`src/rtl/line_raster_engine.sv`:
```
// line_raster_engine
//   Accepts one line op (two endpoints, color, dash pattern) and walks it with
//   Bresenham's algorithm, offering one {x, y, color} pixel per cycle.
//   Pixels masked by the dash pattern or lying off-screen cost one cycle each
//   and are never offered downstream.
//
// Ports
//   clk, rst_                      clock, synchronous active-high reset
//   in_x1/in_y1/in_x2/in_y2        line endpoints (unsigned, inclusive)
//   in_color, in_pattern           line color, dash mask (bit i gates pixel i)
//   in_rts / in_rtr                op handshake (in_rtr = idle, not in reset)
//   out_x/out_y/out_color          pixel being offered
//   out_rts / out_rtr              pixel handshake
//   busy                           line in progress
//
// Handshake rule (both sides): a transfer happens on a rising edge where rts
// and rtr are both high. While out_rts is high and out_rtr low, out_x, out_y
// and out_color hold, and out_rts only drops after a transfer or on reset.
module line_raster_engine #(
  parameter int COORD_W   = 10,
  parameter int COLOR_W   = 12,
  parameter int SCREEN_W  = 640,
  parameter int SCREEN_H  = 480,
  parameter int PATTERN_W = 16
) (
  input  logic                 clk,
  input  logic                 rst_,
  input  logic [COORD_W-1:0]   in_x1,
  input  logic [COORD_W-1:0]   in_y1,
  input  logic [COORD_W-1:0]   in_x2,
  input  logic [COORD_W-1:0]   in_y2,
  input  logic [COLOR_W-1:0]   in_color,
  input  logic [PATTERN_W-1:0] in_pattern,
  input  logic                 in_rts,
  output logic                 in_rtr,
  output logic [COORD_W-1:0]   out_x,
  output logic [COORD_W-1:0]   out_y,
  output logic [COLOR_W-1:0]   out_color,
  output logic                 out_rts,
  input  logic                 out_rtr,
  output logic                 busy
);

  localparam int ERR_W = COORD_W + 2;
  localparam int IDX_W = (PATTERN_W > 1) ? $clog2(PATTERN_W) : 1;
  localparam logic [COORD_W:0]   SCR_W    = SCREEN_W[COORD_W:0];
  localparam logic [COORD_W:0]   SCR_H    = SCREEN_H[COORD_W:0];
  localparam logic [IDX_W-1:0]   IDX_LAST = IDX_W'(PATTERN_W - 1);

  typedef enum logic [1:0] {
    IDLE  = 2'd0,
    SETUP = 2'd1,
    STEP  = 2'd2
  } state_t;

  state_t                   state;
  logic [COORD_W-1:0]       x1_q, y1_q, x2_q, y2_q;
  logic [COLOR_W-1:0]       color_q;
  logic [PATTERN_W-1:0]     pattern_q;
  logic [COORD_W-1:0]       dx;
  logic signed [ERR_W-1:0]  dy;
  logic signed [ERR_W-1:0]  err;
  logic                     sx_neg, sy_neg;
  logic [COORD_W-1:0]       cur_x, cur_y;
  logic [IDX_W-1:0]         idx;

  // Setup-time values derived from the latched endpoints.
  logic [COORD_W-1:0]       setup_dx, setup_ady;
  logic signed [ERR_W-1:0]  setup_dy, setup_err;

  // Step-time decisions.
  logic                     emittable, advance, at_end;
  logic signed [ERR_W:0]    e2, dx_ext, dy_ext;
  logic                     step_x, step_y;
  logic signed [ERR_W-1:0]  err_next;

  always_comb begin
    setup_dx  = (x2_q >= x1_q) ? (x2_q - x1_q) : (x1_q - x2_q);
    setup_ady = (y2_q >= y1_q) ? (y2_q - y1_q) : (y1_q - y2_q);
    setup_dy  = $signed(ERR_W'(0) - {2'b00, setup_ady});
    setup_err = $signed({2'b00, setup_dx}) + setup_dy;
  end

  always_comb begin
    emittable = pattern_q[idx] &&
                ({1'b0, cur_x} < SCR_W) && ({1'b0, cur_y} < SCR_H);
    // Suppressed pixels advance unconditionally; shown ones wait for out_rtr.
    advance   = (state == STEP) && (!emittable || out_rtr);
    at_end    = (cur_x == x2_q) && (cur_y == y2_q);

    // Both axis decisions use the pre-step e2 and may fire together.
    e2       = $signed({err, 1'b0});
    dx_ext   = $signed({3'b000, dx});
    dy_ext   = {dy[ERR_W-1], dy};
    step_x   = (e2 >= dy_ext);
    step_y   = (e2 <= dx_ext);
    err_next = err;
    if (step_x) err_next = err_next + dy;
    if (step_y) err_next = err_next + $signed({2'b00, dx});
  end

  always_ff @(posedge clk) begin
    if (rst_) begin
      state     <= IDLE;
      x1_q      <= '0;
      y1_q      <= '0;
      x2_q      <= '0;
      y2_q      <= '0;
      color_q   <= '0;
      pattern_q <= '0;
      dx        <= '0;
      dy        <= '0;
      err       <= '0;
      sx_neg    <= 1'b0;
      sy_neg    <= 1'b0;
      cur_x     <= '0;
      cur_y     <= '0;
      idx       <= '0;
    end else begin
      case (state)
        IDLE: begin
          if (in_rts) begin
            x1_q      <= in_x1;
            y1_q      <= in_y1;
            x2_q      <= in_x2;
            y2_q      <= in_y2;
            color_q   <= in_color;
            pattern_q <= in_pattern;
            state     <= SETUP;
          end
        end
        SETUP: begin
          dx     <= setup_dx;
          dy     <= setup_dy;
          err    <= setup_err;
          sx_neg <= (x2_q < x1_q);
          sy_neg <= (y2_q < y1_q);
          cur_x  <= x1_q;
          cur_y  <= y1_q;
          idx    <= '0;
          state  <= STEP;
        end
        STEP: begin
          if (advance) begin
            if (at_end) begin
              state <= IDLE;
            end else begin
              idx <= (idx == IDX_LAST) ? '0 : idx + 1'b1;
              err <= err_next;
              if (step_x) cur_x <= sx_neg ? cur_x - 1'b1 : cur_x + 1'b1;
              if (step_y) cur_y <= sy_neg ? cur_y - 1'b1 : cur_y + 1'b1;
            end
          end
        end
        default: state <= IDLE;
      endcase
    end
  end

  assign in_rtr    = (state == IDLE) && !rst_;
  assign busy      = (state != IDLE);
  assign out_rts   = (state == STEP) && emittable;
  assign out_x     = cur_x;
  assign out_y     = cur_y;
  assign out_color = color_q;

endmodule
```
`config.mk`:
```
export PLATFORM = sky130hd
export DESIGN_NAME = line_raster_engine
export DESIGN_NICKNAME = d
export VERILOG_FILES = /design/src/rtl/line_raster_engine.sv
export SDC_FILE = /design/constraint.sdc
export NUM_CORES = 1
export LEC_CHECK = 0
export CAP_MARGIN = 20
export CELL_PAD_IN_SITES_DETAIL_PLACEMENT = 2
export CELL_PAD_IN_SITES_GLOBAL_PLACEMENT = 2
export CORE_MARGIN = 2
export CORE_UTILIZATION = 25
export DETAILED_ROUTE_END_ITERATION = 10
export DONT_BUFFER_PORTS = 1
export MAX_ROUTING_LAYER = met4
export PLACE_DENSITY = 0.67
export SKIP_CTS_REPAIR_TIMING = 1
export SLEW_MARGIN = 20
export SYNTH_ARGS = -nofsm -noshare
export SYNTH_HDL_FRONTEND = slang
export SYNTH_SLANG_ARGS = --single-unit
export TNS_END_PERCENT = 5
```
`constraint.sdc`:
```
create_clock -name clk -period 4.6 [get_ports clk]
set_input_delay 0.46 -clock clk [delete_from_list [all_inputs] [get_ports clk]]
set_output_delay 0.46 -clock clk [all_outputs]
set_load 0.05 [all_outputs]
```
==> results by group, run 1 <==
Floorplanning
  • Die Width: 202.8 µm
  • Row cnt: 72
  • Boundary Pins: ~110
  • Initial Utilization: 0.2545
  • Die Height: a little over 200 µm
  • Core outline area: around 0.039 mm²
  • Die ar.: 0.04114 mm²

Routing
  • Routed WL per cell: 19.54 µm
  • Vias/cell: 5.018
  • Remaining DRCs: 0
  • 1st-iter DRT viols: 306
  • DRT Pass-1 Iters: 4
  • WL final: 36200 µm
  • Remaining antenna violation count: 0
  • Vias: 9294

Logic synthesis
  • Synthesized net count: ~1500
  • Async SR Flop Fraction: 0
  • Post-synth EDFFs: 0
  • Cell taking the most area after synthesis: dfxtp_1
  • Seq/Total Area, Yosys: 0.2613
  • #FFs+latches synth: 129
  • Synth area leaders: dfxtp_1, ha_1, nand2_1, a21oi_1, xnor2_1
  • Synth Flop Type: dfxtp_1
  • Post-Synthesis Cells: 1271
  • Synth cell types: 70
  • Synth top area share: 0.2613
  • Synth warn: 0
  • Post-Synthesis Cell Area: a little under 0.01 mm²
  • Syn avg cell area: 7.776 µm²

Outcome
  • Status: finished clean

STA
  • Max_slew headroom: 0.3153
  • Slew Limit Fails: 0
  • Worst-margin pin slew: 1027 ps
  • Setup violations, final: 0
  • Final WS setup: between 150 and 200 ps
  • Clk_skew: ~13 ps
  • Fin crit share: 0.9673
  • Fmax: 0.2247 GHz
  • Hold Vio Cnt, Final: 0
  • Final critical-path required period: 4450 ps

Layout
  • Area delta synth->final: 19.91%
  • Layout Utilization: 0.3052
  • Area of the multi-input gates: 0.006939 mm²
  • Inserted Diodes: 0
  • NumNets Final: roughly 1500
  • Layout cell share with drive strength beyond 1: 0.1642
  • Number of fill cells: 4460
  • Storage cell area: 0.002589 mm²

Power
  • Maximum VDD drop: 0.2739 mV
  • P_leak: 4.948 nW
  • PD cells: 545.4 mW/mm²

Setup path
  • CP Launch Point: y1_q[0]
  • Crit Reg-Reg Endpoint: err[10]
  • Kind of critical path: reg -> reg
  • Startpoint Class: flip-flop
  • Slowest CP cell: fa_2
  • Worst Setup End Kind: flip-flop
  • Crit path capture: err[10]
  • Reg2Reg Setup Slack: approximately 150 ps
  • Worst-case reg-to-reg path depth: 19
  • Critical Path AT: ~4800 ps
  • Crit path largest cell delay: slightly below 400 ps
  • CP Max Fanout: 4
  • Worst r2r src: y1_q[0]
  • Critical path cell sequence: ha_1, inv_1, fa_2, a21oi_4, a211oi_4, nor3_4, mux2i_4, xor2_4, buf_4, nand3_1, xnor2_1, ha_1, a21boi_0, o21ai_1, a21oi_1, a31o_2, and4_1, o21ai_1, a31oi_1
  • Critical Path RT: about 5000 ps

Clock tree
  • Worst-path clk slew: 60 ps
  • Total CTS buffers: 17
  • Clock Tree Root: clkbuf_16
  • H-tree levels: 4
  • Clock buffer depth: 2
  • Sink Count: ~130
  • CTS tree: built
  • Clock latency on the worst-skew pair: 450 ps

GRT
  • Total congestion overflow: 0
  • GRT Total Usage: 0.1813
  • Vias in the first global route: slightly above 10000
  • Initial antenna violation count: 0
  • First-pass GRT wire length: 56750 µm
  • Largest net degree at the start of global routing: 123

Placement
  • RePlAce Congestion: 0.8524
  • IO buf count: 0
  • Post-DP HPWL: 27530 µm
  • Pre-CTS setup slack: -322.5 ps

Min path
  • Hold Crit Depth: 1
  • Class of the worst hold path: in -> reg

Flow run
  • Max cap viols: 0
metal layers:
layer / GRT usage / up-vias / share of wire
met5: - / - / 0
met3: 0.03355 / 28 / 0.034
li1: - / 4524 / -
met2: 0.2993 / 109 / 0.49
met4: 0.05266 / 0 / 0.017
met1: 0.2256 / 4633 / 0.46
placed cells by master (no fill, tap or decap), types with 6 or more instances in the layout:
master,instances
o211ai_1,7
a21oi_1,131
buf_4,91
mux2_2,14
xor2_1,21
nor2b_1,16
ha_1,102
nand4_1,9
dfxtp_1,126
ha_2,6
fa_1,7
o21ai_0,36
a211oi_1,21
nand3b_1,6
nand3_1,27
a311oi_1,11
o21a_1,9
nor3_1,17
a21o_1,22
nor2_1,77
xnor2_1,44
inv_1,107
a31oi_1,8
nand2_1,205
o211a_1,6
a21oi_2,13
o21bai_1,6
mux2i_1,19
clkbuf_16,17
nand2b_1,9
worst min-delay path by stage:
stage	to	startpoint	slack (ps)
after floorplan	pattern_q[10]	pattern_q[10]	430
after global placement	pattern_q[4]	pattern_q[4]	440
after detailed placement	pattern_q[8]	pattern_q[8]	450
after CTS	dx[4]	rst_	80
after global routing	err[11]	rst_	60
final	err[11]	rst_	80
metrics by stage:
step                      hold slack, ps  power (mW)  TNS (ps)  area, µm²  std cells
final                              83.86       6.464         0      11850       1852
after global routing               61.73       6.937    -186.4      11850       1852
after CTS                          84.08       6.240     -1195      11490       1843
after detailed placement           452.7       4.798     -1029      10900       1811
after global placement             440.5       4.681    -88.06      10900       1811
after floorplan                    433.1       3.670         0       9883       1271
kinds of logic (layout without fill, tap and decap cells):
family,after synthesis,in the layout,synth area share
muxes,42,42,0.05064
DFF,129,129,0.2613
adders and majority gates,117,117,0.1550
xor gates and xnor gates,70,70,0.06203
and+or+nand+nor,404,404,0.1814
AOI/OAI and AO/OA,342,342,0.2229
buffers and inverters,167,230,0.06672
area by class of cell:
type / count / area share
clock inverters: 14 / 0.01277
multi-input cells: 975 / 0.5855
inverters: 107 / 0.03389
repair buffers: 91 / 0.05764
flip-flops and latches: 129 / 0.2184
well taps: 518 / 0.05469
clock buffers: 18 / 0.03706
synth_stat cells (8+ instances only):
| cell | n |
|---|---|
| a211oi_1 | 24 |
| mux2_2 | 14 |
| a21oi_1 | 145 |
| mux2i_1 | 23 |
| a21o_1 | 22 |
| inv_1 | 107 |
| clkbuf_1 | 40 |
| nor3_1 | 18 |
| ha_1 | 108 |
| nand2b_1 | 9 |
| a311oi_1 | 11 |
| dfxtp_1 | 129 |
| buf_1 | 8 |
| xor2_1 | 24 |
| nand2_1 | 206 |
| nand4_1 | 9 |
| o21ai_0 | 44 |
| o21a_1 | 9 |
| nor2_1 | 78 |
| xnor2_1 | 46 |
| fa_1 | 9 |
| a31oi_1 | 10 |
| nand3_1 | 28 |
| nor2b_1 | 17 |
flip-flops by register name, summed over array words and instances (netlist names), 11 cells and up:
name	flops
pattern_q	16
err	12
dy	11
out_color	12
power breakdown:
| group | total, mW | internal [mW] | switching [mW] |
|---|---|---|---|
| clock network | 1.40 | 0.818 | 0.587 |
| logic | 3.61 | 1.57 | 2.04 |
| registers | 1.45 | 1.23 | 0.211 |
critical path: cells and delay by family (launching register included):
kind / cells / cell delay, ps
adder cells (fa/ha/maj): 3 / 910
XOR/XNOR: 2 / 470
flip-flops: 1 / 360
AND/OR/NAND/NOR: 3 / 550
buffers and inverters: 2 / 240
AO/OA/AOI/OAI: 8 / 1470
multiplexers: 1 / 380
(Power assumes the default switching activity.)
==> inputs of run 2 (changes only) <==
--- a/config.mk
+++ b/config.mk
@@ -13,7 +13,7 @@
 export DETAILED_ROUTE_END_ITERATION = 10
 export DONT_BUFFER_PORTS = 1
 export MAX_ROUTING_LAYER = met4
-export PLACE_DENSITY = 0.67
+export PLACE_DENSITY = 0.57
 export SKIP_CTS_REPAIR_TIMING = 1
 export SLEW_MARGIN = 20
 export SYNTH_ARGS = -nofsm -noshare
==> constraint.sdc (replaced) <==
create_clock -name clk -period 3.66 [get_ports clk]
set_input_delay 0.366 -clock clk [delete_from_list [all_inputs] [get_ports clk]]
set_output_delay 0.366 -clock clk [all_outputs]
set_load 0.05 [all_outputs]
==> run 2 against run 1 <==
The run now ends with setup timing left. First-iteration DRC count grew 21%. Via count grew 6.7%. Critical path type unchanged. Clock-buffer cell count grew 2. Largest power group unchanged. Die area is the same. Highest routed layer unchanged. Cell area grew 13%.
==> results by group, run 2 (same netlist as run 1, synthesis figures left out) <==
STA
  • Slew Limit Fails: 0
  • RSZ-0062 raised after global routing: yes
  • Fmax: 0.2334 GHz
  • Setup violations, final: 9
  • Fin crit share: 1.171
  • Hold Vio Cnt, Final: 0
  • Worst-margin pin slew: between 900 and 1000 ps
  • Final critical-path required period: 4285 ps
  • Clk_skew: 12.04 ps
  • Final hold slack: 40.88 ps
  • Max_slew headroom: 0.3859
  • Final WS setup: -625.0 ps
  • Setup tns final: -3812 ps

Floorplanning
  • Row cnt: 72
  • Initial Utilization: 0.2545
  • Die Height: 202.8 µm
  • Core outline area: 0.03883 mm²
  • Die Width: 202.8 µm
  • Die ar.: 0.04114 mm²
  • Boundary Pins: 107

Setup path
  • Worst Setup End Kind: flip-flop
  • Crit path largest cell delay: 370 ps
  • Slowest CP cell: mux2i_2
  • CP delay by family, top: compound AO/OA/AOI/OAI gates
  • Startpoint Class: flip-flop
  • CP most frequent cell: ha_4
  • Kind of critical path: reg -> reg
  • CP Max Fanout: 4
  • Critical Path AT: 4620 ps
  • Critical path cell sequence: inv_2, ha_4, inv_2, fa_2, a21oi_4, a211oi_4, nor3_4, mux2i_2, ha_4, nand2b_1, mux2_4, nor3b_4, xor2_2, ha_4, or2_4, a21oi_2, a21oi_2, a31o_2, and4_1, o21ai_1, a31oi_1
  • Crit path buf inv count: 2
  • Critical Path RT: 3990 ps

Placement
  • Post-DP HPWL: 31860 µm
  • Placed cells: 1983
  • Pre-CTS setup slack: -947.8 ps
  • Placed cell area: between 0.01 and 0.015 mm²
  • RePlAce Congestion: about 0.9
  • IO buf count: 0

Power
  • Maximum VDD drop: 0.4278 mV
  • Clock Power Share: 0.179
  • PD cells: 709.0 mW/mm²
  • Sw Ratio: 0.4238
  • P_sw: 4.024 mW
  • P_leak: 5.859 nW
  • Part of the power in registers: 0.181
  • Int Power: 5.471 mW
  • Share of total power in combinational logic: 0.640

Routing
  • Routed WL per cell: 20.25 µm
  • Vias: 9916
  • Vias/cell: 4.887
  • 1st-iter DRT viols: 370
  • Remaining DRCs: 0
  • Remaining antenna violation count: 0
  • WL final: 41080 µm
  • DRT Pass-1 Iters: 5

Layout
  • NumNets Final: 1688
  • Inserted Diodes: 0
  • Final Non-Filler Cells: 2029
  • Number of fill cells: 4489
  • Final instance area: 0.01339 mm²
  • Largest Register: pattern_q
  • Most common cell after layout, fill and taps aside: buf_4
  • Layout cell share with drive strength beyond 1: 0.2766
  • Max FFs per register: 16
  • Most frequent cells in the layout: buf_4, nand2_1, a21oi_1, dfxtp_1, inv_1
  • Area delta synth->final: 35.50%

GRT
  • GRT Total Usage: 0.2056
  • Total congestion overflow: 0
  • First-pass GRT wire length: 63200 µm
  • Largest net degree at the start of global routing: ~120
  • Vias in the first global route: 10880
  • Initial antenna violation count: 0

Flow run
  • Max cap viols: 0

Clock tree
  • Worst-path clk slew: 60 ps
  • Clock buffer depth: 2
  • Clock Tree Root: clkbuf_16
  • Clock latency on the worst-skew pair: between 400 and 500 ps
  • Total CTS buffers: 17
  • Sink Count: 129
  • CTS tree: built
  • H-tree levels: 4

Min path
  • Class of the worst hold path: in -> reg

Outcome
  • Failing checks: setup timing
  • Status: finished with violations
-- run 2: stage by stage --
step / utilization / power (mW)
after floorplan: - / 4.737
after global placement: 0.3171 / 6.890
after detailed placement: 0.3171 / 7.083
after CTS: 0.3316 / 8.867
after global routing: 0.3449 / 10.14
final: 0.3449 / 9.494
-- run 2: layer usage --
metal  share of wire  track usage  up-vias  routed length (µm)
li1                -            -     4882                   -
met1            0.47       0.2597     4895               19400
met2            0.49       0.3411      104               19940
met3           0.025      0.03403       35                1029
met4           0.017      0.05240        0                 716
met5               0            -        -                   0
-- run 2: area by class of cell --
cell class	instances	area, µm²	area share
flip-flops and latches	129	2589	0.1933
clock inverters	11	107.6	0.008035
well taps	518	648.1	0.04840
clock buffers	20	456.7	0.03410
repair buffers	269	2054	0.1534
inverters	107	401.6	0.02999
multi-input cells	975	7134	0.5327
-- run 2: path summary, 6_finish.rpt --
path	from	to	slack, ps	cells after the start
setup reg to reg	y2_q[0]	err[10]	-620	21
hold / removal	in_color[8]	out_color[8]	40	2
setup / recovery	y2_q[0]	err[10]	-620	21
hold reg to reg	pattern_q[6]	pattern_q[6]	460	2
-- run 2: power groups by stage --
stage	clock, mW	sequential, mW	combinational (mW)
floorplan	0	1.82	2.91
global route	1.82	1.74	6.59
global placement	0	1.75	5.14
detailed placement	0	1.75	5.33
CTS	1.76	1.72	5.39
finish	1.70	1.72	6.07
==> inputs of run 3 (changes only) <==
--- a/config.mk
+++ b/config.mk
@@ -8,6 +8,7 @@
 export CAP_MARGIN = 20
 export CELL_PAD_IN_SITES_DETAIL_PLACEMENT = 2
 export CELL_PAD_IN_SITES_GLOBAL_PLACEMENT = 2
+export CORE_ASPECT_RATIO = 1.4
 export CORE_MARGIN = 2
 export CORE_UTILIZATION = 25
 export DETAILED_ROUTE_END_ITERATION = 10
==> run 3 against run 2 <==
The run still ends with setup timing left. Maximum frequency is 3.9% lower. Worst hold slack worse by 5.3 ps. Sequential share of layout area is 0.38 points higher. Clock skew is 1.5 ps higher. Global-route usage is 0.57 points lower. Via count is 0.13% lower. Register-to-register slack worse by 170 ps. Critical path type unchanged. Highest routed layer unchanged.
==> results by group, run 3 (same netlist as run 1, synthesis figures left out) <==
Outcome
  • Status: finished with violations
  • Failing checks: setup timing

Clock tree
  • H-tree levels: 4
  • Total CTS buffers: 17
  • Worst-path clk slew: 70 ps
  • CTS tree: built
  • Clock latency on the worst-skew pair: 460 ps
  • Sink Count: 129
  • Clock Tree Root: clkbuf_16
  • Clock buffer depth: 2

Floorplanning
  • Die Height: 239.3 µm
  • Row cnt: 86
  • Core outline area: about 0.039 mm²
  • Initial Utilization: 0.2523
  • Boundary Pins: around 110
  • Die Width: 172.0 µm
  • Die ar.: 0.04116 mm²

STA
  • Final WS setup: -798.1 ps
  • Slew Limit Fails: 0
  • RSZ-0062 raised after global routing: yes
  • Fmax: 0.2243 GHz
  • Worst-margin pin slew: 981.0 ps
  • Hold Vio Cnt, Final: 0
  • Final critical-path required period: approximately 4500 ps
  • Max_slew headroom: 0.3460
  • Clk_skew: 13.58 ps
  • Setup violations, final: 8
  • Fin crit share: 1.218

Placement
  • Placed cell area: 0.01232 mm²
  • Post-DP HPWL: 31170 µm
  • Pre-CTS setup slack: -1085 ps
  • RePlAce Congestion: ~0.81
  • Placed cells: 1996
  • IO buf count: 0

Routing
  • Remaining DRCs: 0
  • Vias: 9903
  • DRT Pass-1 Iters: 4
  • WL final: 39050 µm
  • 1st-iter DRT viols: about 260
  • Routed WL per cell: approximately 19 µm
  • Remaining antenna violation count: 0
  • Vias/cell: 4.854

Layout
  • Area delta synth->final: 32.86%
  • Final Non-Filler Cells: 2040
  • Inserted Diodes: 0
  • Max FFs per register: 16
  • Final instance area: 0.01313 mm²
  • Largest Register: pattern_q
  • Most frequent cells in the layout: buf_4, nand2_1, a21oi_1, dfxtp_1, ha_1
  • Layout cell share with drive strength beyond 1: 0.2513
  • Most common cell after layout, fill and taps aside: buf_4
  • NumNets Final: 1688

Setup path
  • CP Max Fanout: 4
  • Kind of critical path: reg -> reg
  • Worst Setup End Kind: flip-flop
  • Reg2Reg Setup Slack: -800 ps
  • Critical Path RT: 4000 ps
  • Critical Path AT: 4790 ps
  • Startpoint Class: flip-flop

GRT
  • GRT Total Usage: 0.1999
  • M2 GR Usage: 0.3786
  • Total congestion overflow: 0
  • First-pass GRT wire length: 60860 µm
  • GRT Max-Usage Layer: met2
  • Initial antenna violation count: 0
  • GRT met3 Usage: 0.02429
  • Met1 Track Usage GR: 0.2123
  • Vias in the first global route: 10910
  • Largest net degree at the start of global routing: 123

Power
  • P_leak: 5.812 nW
  • PD cells: about 680 mW/mm²
  • Power Total: 8.870 mW
  • Maximum VDD drop: 0.4223 mV

Flow run
  • Max cap viols: 0

Min path
  • Class of the worst hold path: in -> reg
[run 3: final timing paths]
kind                                      end  cells past startpoint          start
worst max-delay path                  err[10]                     20        y1_q[0]
worst min-delay path            out_color[10]                      2   in_color[10]
worst max register to register        err[10]                     20        y1_q[0]
worst min register to register  pattern_q[11]                      2  pattern_q[11]
[run 3: power breakdown]
group	leakage (nW)	internal, mW	switching, mW	total, mW
Sequential	1.06	1.55	0.140	1.69
Combinational	4.48	2.66	2.81	5.46
Clock	0.276	0.902	0.815	1.72
[run 3: final cells by class]
| type | count | area [µm²] |
|---|---|---|
| timing repair buffer | 269 | 2032 |
| tap | 528 | 660.6 |
| clock buffer | 17 | 425.4 |
| fill | 4596 | 26040 |
| multi-input combinational | 975 | 6877 |
| clock inverter | 15 | 146.4 |
| sequential | 129 | 2589 |
| inverter | 107 | 401.6 |
[run 3: through the flow]
step           hold slack [ps]  TNS (ps)  utilization
6_report                 35.63     -4616       0.3353
5_1_grt                  34.75     -7386       0.3353
4_1_cts                  16.13     -7483       0.3291
3_5_place_dp             451.3     -7053       0.3145
3_3_place_gp             440.3     -6331       0.3145
2_1_floorplan            433.1     -1584            -
[run 3: worst max-delay path, cell delays in order (launching register included)]
cell and delay, ps:
dfxtp_4 370, ha_4 140, inv_2 40, fa_2 370, a21oi_4 200, a211oi_4 100, nor3_4 320, mux2i_2 280
ha_2 250, nand2b_1 60, mux2_4 290, nor3b_4 200, xor2_1 260, ha_1 320, or2_4 250, a21oi_2 140
a21oi_2 60, a31o_2 260, and4_1 160, o21ai_2 160, a31oi_1 100
[run 3: per-layer routing]
| layer | share of wire | wire, µm |
|---|---|---|
| met1 | 0.40 | 15720 |
| met2 | 0.56 | 21780 |
| met3 | 0.019 | 734 |
| met4 | 0.021 | 818 |
| met5 | 0 | 0 |
